`src/rtl/seq_det_param.sv`:
```
// seq_det_param: parametrised Moore serial pattern detector.
//
// Bits on in_seq are sampled only when in_valid is high. They are compared
// against a reloadable pattern register. The MSB of the pattern is the first
// bit received. Matching can overlap or not, selected by ovl_en.
// det_out is a one-cycle registered pulse on the cycle after the edge that
// samples the last pattern bit. match_cnt counts matches and saturates.
//
// Ports:
//   clk        rising-edge clock
//   rst        asynchronous active-low reset
//   in_seq     serial data bit
//   in_valid   qualifies in_seq
//   ovl_en     1 = overlapping detection, 0 = non-overlapping
//   pat_in     new pattern value (PAT_LEN bits)
//   pat_ld     loads pat_in and restarts detection
//   cnt_clr    synchronous clear of match_cnt (wins over a coincident match)
//   det_out    registered detect pulse
//   match_cnt  saturating match counter (CNT_W bits)
module seq_det_param #(
    parameter int unsigned        PAT_LEN = 6,
    parameter logic [PAT_LEN-1:0] PATTERN = 6'b111010,
    parameter int unsigned        CNT_W   = 8
) (
    input  logic               clk,
    input  logic               rst,
    input  logic               in_seq,
    input  logic               in_valid,
    input  logic               ovl_en,
    input  logic [PAT_LEN-1:0] pat_in,
    input  logic               pat_ld,
    input  logic               cnt_clr,
    output logic               det_out,
    output logic [CNT_W-1:0]   match_cnt
);

    localparam int unsigned         FILL_W    = $clog2(PAT_LEN + 1);
    localparam logic [FILL_W-1:0]   FILL_FULL = FILL_W'(PAT_LEN);
    // One bit short of a full pattern: the incoming bit completes it.
    localparam logic [FILL_W-1:0]   FILL_ARM  = FILL_W'(PAT_LEN - 1);
    localparam logic [CNT_W-1:0]    CNT_MAX   = {CNT_W{1'b1}};

    if (PAT_LEN < 2 || PAT_LEN > 32) begin : g_bad_len
        $error("seq_det_param: PAT_LEN must be in 2..32");
    end

    logic [PAT_LEN-1:0] pat_reg;
    // Only the newest PAT_LEN-1 bits are kept: together with the bit being
    // sampled they form the full comparison window, so an older bit would
    // never be looked at.
    logic [PAT_LEN-2:0] hist;
    logic [FILL_W-1:0]  fill;
    logic [PAT_LEN-1:0] window;
    logic               match;

    assign window = {hist, in_seq};
    assign match  = in_valid & ~pat_ld & (fill >= FILL_ARM) & (window == pat_reg);

    // Pattern, history and fill level. A load discards any coincident bit.
    always_ff @(posedge clk or negedge rst) begin
        if (!rst) begin
            pat_reg <= PATTERN;
            hist    <= '0;
            fill    <= '0;
        end else if (pat_ld) begin
            pat_reg <= pat_in;
            hist    <= '0;
            fill    <= '0;
        end else if (in_valid) begin
            hist <= window[PAT_LEN-2:0];
            // Non-overlap restarts the fill so the next match needs a full
            // fresh pattern; overlap keeps fill saturated so a self-overlapping
            // suffix can finish the next match.
            if (match && !ovl_en)
                fill <= '0;
            else if (fill != FILL_FULL)
                fill <= fill + 1'b1;
        end
    end

    // match already folds in in_valid and pat_ld, so idle and load cycles
    // drive det_out low on the following cycle.
    always_ff @(posedge clk or negedge rst) begin
        if (!rst)
            det_out <= 1'b0;
        else
            det_out <= match;
    end

    always_ff @(posedge clk or negedge rst) begin
        if (!rst)
            match_cnt <= '0;
        else if (cnt_clr)
            match_cnt <= '0;
        else if (match && match_cnt != CNT_MAX)
            match_cnt <= match_cnt + 1'b1;
    end

endmodule

```
`config.mk`:
```
export PLATFORM = sky130hd
export DESIGN_NAME = seq_det_param
export DESIGN_NICKNAME = d
export VERILOG_FILES = /design/src/rtl/seq_det_param.sv
export SDC_FILE = /design/constraint.sdc
export NUM_CORES = 1
export LEC_CHECK = 0
export CAP_MARGIN = 25
export CELL_PAD_IN_SITES_DETAIL_PLACEMENT = 1
export CELL_PAD_IN_SITES_GLOBAL_PLACEMENT = 1
export CORE_MARGIN = 1
export CORE_UTILIZATION = 48
export DETAILED_ROUTE_END_ITERATION = 10
export DONT_BUFFER_PORTS = 1
export PLACE_DENSITY_LB_ADDON = 0.1
export SLEW_MARGIN = 20
export SYNTH_ARGS = -nofsm -noshare
export SYNTH_HDL_FRONTEND = slang
export SYNTH_SLANG_ARGS = --single-unit
```
`constraint.sdc`:
```
create_clock -name clk -period 2.2 [get_ports clk]
set_input_delay 0.44 -clock clk [delete_from_list [all_inputs] [get_ports clk]]
set_output_delay 0.44 -clock clk [all_outputs]
set_load 0.01 [all_outputs]
```
==> results of run 1 <==
## through the flow
stage,cell area [sq um],utilization
after floorplan,1200,-
after global placement,1210,0.534
after detailed placement,1210,0.534
after CTS,1250,0.551
after global routing,1320,0.580
final,1320,0.580
## logic make-up (layout without fill, tap and decap cells)
group           after synthesis  count (layout)  synth area share
simple gates                 39              39             0.212
flops                        23              23             0.485
compound gates               16              16            0.0837
mux                          11              11            0.0983
xor+xnor                      8               8            0.0586
buf+inv                       6              11            0.0199
fa+ha+maj                     4               4            0.0418
## layout by cell type, fill, tap and decap left out, types with 2 or more instances in the layout
master                     count
sky130_fd_sc_hd__mux2_2        6
sky130_fd_sc_hd__o21ai_0       3
sky130_fd_sc_hd__clkbuf_4      3
sky130_fd_sc_hd__nor2_1        8
sky130_fd_sc_hd__inv_1         2
sky130_fd_sc_hd__mux2i_1       5
sky130_fd_sc_hd__nand3_1       5
sky130_fd_sc_hd__o31ai_1       2
sky130_fd_sc_hd__nor3_1        2
sky130_fd_sc_hd__or3_1         3
sky130_fd_sc_hd__ha_1          3
sky130_fd_sc_hd__a21oi_1       6
sky130_fd_sc_hd__or4_1         2
sky130_fd_sc_hd__buf_4         4
sky130_fd_sc_hd__dfrtp_1      18
sky130_fd_sc_hd__nor4_4        2
sky130_fd_sc_hd__xor2_1        8
sky130_fd_sc_hd__and4b_1       2
sky130_fd_sc_hd__dfstp_2       4
sky130_fd_sc_hd__nand2_1       5
sky130_fd_sc_hd__nand4_1       2
## path summary, 6_finish.rpt
kind / start / endpoint / slack [ns] / depth (start not counted)
worst min-delay path: rst / fill[2] / 0.06 / 1
worst min register to register: pat_reg[2] / pat_reg[2] / 0.56 / 1
max in group asynchronous: rst / pat_reg[3] / 1.77 / 1
worst max-delay path: fill[1] / fill[1] / 0.11 / 6
worst max register to register: fill[1] / fill[1] / 0.11 / 6
min in group clk: cnt_clr / match_cnt[6] / 0.14 / 1
## cell type report
type                       count  area, sq um  area share
sequential                    23          582       0.441
multi-input combinational     78          631       0.478
timing repair buffer           5         35.0      0.0265
tap                           28         35.0      0.0265
clock buffer                   3         22.5      0.0171
inverter                       2         7.51     0.00569
clock inverter                 1         7.51     0.00569
## layer usage
metal | up-vias | part of all wire | track usage | routed length (um)
met1 | 427 | 0.47 | 0.289 | 1190
met4 | 0 | 0.0068 | 0.0541 | 17
li1 | 399 | - | - | -
met2 | 19 | 0.47 | 0.299 | 1180
met5 | - | 0 | 0 | 0
met3 | 4 | 0.048 | 0.0702 | 121
## power by group
| part | internal (uW) | total (uW) | switching (uW) |
|---|---|---|---|
| Sequential | 445 | 461 | 15.4 |
| Combinational | 34.4 | 74.0 | 39.6 |
| Clock | 69.7 | 211 | 141 |
## what timing repair did
item,in CTS,in global routing
setup endpoints to repair,0,2
hold buffers,1,0
gates resized for setup,0,8
setup buffers,0,4
hold endpoints to repair,23,0
==> flow_metrics.tcl, run 1 <==
set metrics [dict create \
    slew_headroom 0.656 \
    die_w_um 51.9 \
    finalWirelength_mm 2.50 \
    n_fill_cell 239 \
    worst_hold_path_type "in2async" \
    yosys.area.top_type "sky130_fd_sc_hd__dfrtp_1" \
    vias_in_the_first_global_route 831 \
    placeableCoreArea_sq_mm 0.00228 \
    leading_cell_types_by_total_area_after_synthesis "sky130_fd_sc_hd__dfrtp_1 (40%), sky130_fd_sc_hd__dfstp_2 (8.8%), sky130_fd_sc_hd__xor2_1 (5.9%)" \
    first_iter_violations 15 \
    die_height_um 51.9 \
    nNetsFinal 130 \
    start_util 0.526 \
    timing_worst_setup_path_type "reg2reg" \
    worst_stage_delay_on_the_critical_path_ns 0.54 \
    post-place-cells 131 \
    std_cell_rows 17 \
    mappedNetlistNets 124 \
    place.gp.congestion 0.740 \
    endpoint_type_of_the_worst_setup_path "flop" \
    yosysWarnings 0 \
    worst_ir_drop_vdd_mv 0.453 \
    layout-drive-gt1-share 0.250 \
    diodes 0 \
    grt_first_pass_wirelength_mm 4.01 \
    hold_viol 0 \
    initial_antenna_violation_count 0 \
    setup-violations-final 0 \
    syn2layout_area_growth_pct 10.4 \
    htreeDepth 1 \
    count_leader_synth "sky130_fd_sc_hd__dfrtp_1" \
    total_leakage_power_uw 0.000536 \
    finalPower_uw 746 \
    critical-path-top-delay-family "simple AND/OR/NAND/NOR gates" \
    worstSetupStartpointType "flop" \
    async_flop_share 1.00 \
    route.antenna.remaining_nets 0 \
    finalMaxSlewViolations 0 \
    firstDrtPassIters 4 \
    dp.final_hpwl_mm 1.69 \
    worstPathArrival_ns 2.29 \
    clk-insertion-delay-late_ns 0.33 \
    tightestPinTransition_ns 0.516 \
    synth.avg_cell_area_sq_um 11.2 \
    crit_path_max_delay_cell_type "sky130_fd_sc_hd__or4_1" \
    synthesis.instances 107 \
    globalRouteTotalUtil 0.205 \
    wire_per_inst_um 17.9 \
    yosys_most_used_dff "sky130_fd_sc_hd__dfrtp_1" \
    synth-edff-count 0 \
    synth_top_area_share 0.397 \
    holdWs_ns 0.0599 \
    tritoncts "done" \
    power.density_mw_per_mm2 565 \
    largest_register_ffs 8 \
    fin_setup_tns_ns 0 \
    ys_types 32 \
    crit_required_ns 2.40 \
    synth-seq-cells 23 \
    synthTopCellsByCount "sky130_fd_sc_hd__dfrtp_1 (19), sky130_fd_sc_hd__nor2_1 (8), sky130_fd_sc_hd__xor2_1 (8)" \
    tritoncts.num_buffers 3 \
    port_buffers 0 \
    achievable-frequency_mhz 477 \
    netlist_area_pre_place_sq_mm 0.00120 \
    cts_root_buffer "sky130_fd_sc_hd__clkbuf_4" \
    finalWorstPathRequiredPeriod_ns 2.09 \
    postLayoutSetupSlackWorst_ns 0.106 \
    dr_total_vias 849 \
    critical_path.n_buffers_inverters 1 \
    global_route.overflow_total 0 \
    grt_start_max_net_pins 24 \
    die_outline_area_sq_mm 0.00270 \
    run_status "finished, final reports clean" \
    drcViolationCount 0 \
    layoutNonFillerInstCount 140 \
    dp_slack_ns 0.0979 \
    final.period_utilization 0.952 \
    clock_tree.buffer_depth 2 \
    crit_chain "inv_1 -> ha_4 -> o211ai_4 -> or4_1 -> nor3_1 -> o32ai_1" \
    routed_via_density 6.06 \
    skew_ns 0.00682 \
    crit_fanout 5 \
    yosysSeqAreaShare 0.485 \
    io_pins 22 \
    clkSlewWorstSetupHoldPaths_ns 0.14 \
    max_cap_violations 0 \
    clock_sink_count 23 \
]
No activity file was read; power rests on OpenSTA's default activity.
==> run 2: changes to the inputs <==
- CORE_UTILIZATION: 48 -> 45
==> run 2 against run 1 <==
  * Total power fell by 1.3%
  * Wire length rose by 0.68%
  * Highest routed layer unchanged
  * Combinational power fell by 2%
  * Non-clock buffer count did not move
  * Register-to-register slack improved by 0.02 ns
  * Hold slack got worse by 0.0011 ns
  * Largest cell class unchanged
==> flow_metrics.tcl, run 2 (synthesis results as in run 1) <==
set metrics [dict create \
    drcViolationCount 0 \
    max_cap_violations 0 \
    firstDrtPassIters 2 \
    postLayoutSetupSlackWorst_ns 0.122 \
    layout-drive-gt1-share 0.232 \
    rsz0062_at_grt "no" \
    nNetsFinal 130 \
    grt_first_pass_wirelength_mm 4.07 \
    achievable-frequency_mhz 481 \
    crit_required_ns 2.45 \
    std_cell_rows 18 \
    grtUsageMet3 0.0734 \
    finalWorstPathRequiredPeriod_ns 2.08 \
    tritoncts "done" \
    skew_ns 0.0133 \
    worst-r2r-cell-count 7 \
    dp.final_hpwl_mm 1.82 \
    port_buffers 0 \
    crit_fanout 9 \
    vias_in_the_first_global_route 871 \
    die_outline_area_sq_mm 0.00287 \
    n_fill_cell 286 \
    first_iter_violations 2 \
    placeableCoreArea_sq_mm 0.00250 \
    start_util 0.478 \
    total_leakage_power_uw 0.000539 \
    worst_ir_drop_vdd_mv 0.494 \
    tightestPinTransition_ns 0.513 \
    diodes 0 \
    route.antenna.remaining_nets 0 \
    wire_per_inst_um 17.7 \
    htreeDepth 1 \
    dp_slack_ns 0.0776 \
    grt_start_max_net_pins 24 \
    setup-violations-final 0 \
    fin_setup_tns_ns 0 \
    hold_viol 0 \
    io_pins 22 \
    endpoint_type_of_the_worst_setup_path "flop" \
    clock_tree.buffer_depth 2 \
    cts_root_buffer "sky130_fd_sc_hd__clkbuf_4" \
    worst_hold_path_type "in2async" \
    holdWs_ns 0.0588 \
    grt_busiest_layer "met2" \
    worstSetupStartpointType "flop" \
    power.density_mw_per_mm2 567 \
    reg2reg_from "fill[1]" \
    die_height_um 53.6 \
    clkSlewWorstSetupHoldPaths_ns 0.14 \
    worstPathArrival_ns 2.33 \
    finalMaxSlewViolations 0 \
    initial_antenna_violation_count 0 \
    layout.cells.most_common_list "sky130_fd_sc_hd__dfrtp_1 (18), sky130_fd_sc_hd__xor2_1 (8), sky130_fd_sc_hd__nor2_1 (8), sky130_fd_sc_hd__mux2_2 (6), sky130_fd_sc_hd__a21oi_1 (6)" \
    finalWirelength_mm 2.52 \
    run_status "finished, final reports clean" \
    clk-insertion-delay-late_ns 0.33 \
    final_common_cell "sky130_fd_sc_hd__dfrtp_1" \
    regToRegEndpoint "match_cnt[5]" \
    slew_headroom 0.658 \
    globalRouteTotalUtil 0.206 \
    global_routing_met1_resource_utilization 0.243 \
    routed_via_density 6.02 \
    tritoncts.num_buffers 3 \
    largest_register_ffs 8 \
    grt_use_met2 0.323 \
    place.gp.congestion 0.732 \
    final.period_utilization 0.945 \
    global_route.overflow_total 0 \
    syn2layout_area_growth_pct 8.47 \
    worst-r2r-setup-slack_ns 0.12 \
    die_w_um 53.6 \
    dr_total_vias 855 \
    clock_sink_count 23 \
    timing_worst_setup_path_type "reg2reg" \
]
-- run 2: worst max-delay path by stage --
stage                     depth (start not counted)  startpoint           end  slack [ns]
after floorplan                                   7     fill[1]  match_cnt[5]        0.30
after global placement                            7     fill[1]  match_cnt[5]        0.20
after detailed placement                          7     fill[1]  match_cnt[5]        0.08
after CTS                                         7     fill[1]  match_cnt[5]        0.05
after global routing                              7     fill[1]  match_cnt[5]       0.005
final                                             7     fill[1]  match_cnt[5]        0.12
-- run 2: power by group --
part           leakage, uW  switching, uW  internal, uW
clock            0.0000139            135          69.7
combinational     0.000226           38.2          34.0
sequential        0.000299           14.7           445
-- run 2: worst max-delay path, cell delays in order (launching register included) --
cell,delay [ns]
sky130_fd_sc_hd__dfrtp_2,0.44
sky130_fd_sc_hd__inv_1,0.09
sky130_fd_sc_hd__ha_1,0.16
sky130_fd_sc_hd__o211ai_2,0.13
sky130_fd_sc_hd__nor4_4,0.39
sky130_fd_sc_hd__nand3_4,0.15
sky130_fd_sc_hd__or4_1,0.51
sky130_fd_sc_hd__a21oi_1,0.15
-- run 2: layer usage --
layer | wire length (um) | vias to the layer above
met5 | 0 | -
met4 | 51 | 0
met3 | 118 | 4
met2 | 1260 | 17
met1 | 1090 | 431
li1 | - | 403
-- run 2: repair_timing --
item                                    in CTS  in global routing
buffers inserted                             0                  4
endpoints found under the setup margin       0                  4
hold buffers                                 1                  0
gates resized for setup                      0                  4
hold endpoints to repair                    23                  0
-- run 2: per-stage QoR --
stage / total power, uW / instances / area, sq um / utilization
CTS: 747 / 138 / 1260 / 0.503
detailed placement: 527 / 133 / 1220 / 0.487
global placement: 523 / 133 / 1220 / 0.487
global route: 774 / 142 / 1300 / 0.519
floorplan: 524 / 107 / 1200 / -
finish: 736 / 142 / 1300 / 0.519
-- run 2: area by class of cell --
| cell class | count | area (sq um) | area share |
|---|---|---|---|
| Clock buffer | 3 | 22.5 | 0.0174 |
| Clock inverter | 1 | 7.51 | 0.00579 |
| Sequential cell | 23 | 582 | 0.448 |
| Timing Repair Buffer | 5 | 35.0 | 0.0270 |
| Multi-Input combinational cell | 78 | 606 | 0.467 |
| Tap cell | 30 | 37.5 | 0.0289 |
| Inverter | 2 | 7.51 | 0.00579 |
==> run 3: changes to the inputs <==
- ABC_CLOCK_PERIOD_IN_PS: unset -> 2200
==> results of run 3 <==
Final layout, timing and power as in run 2 (identical DEF).
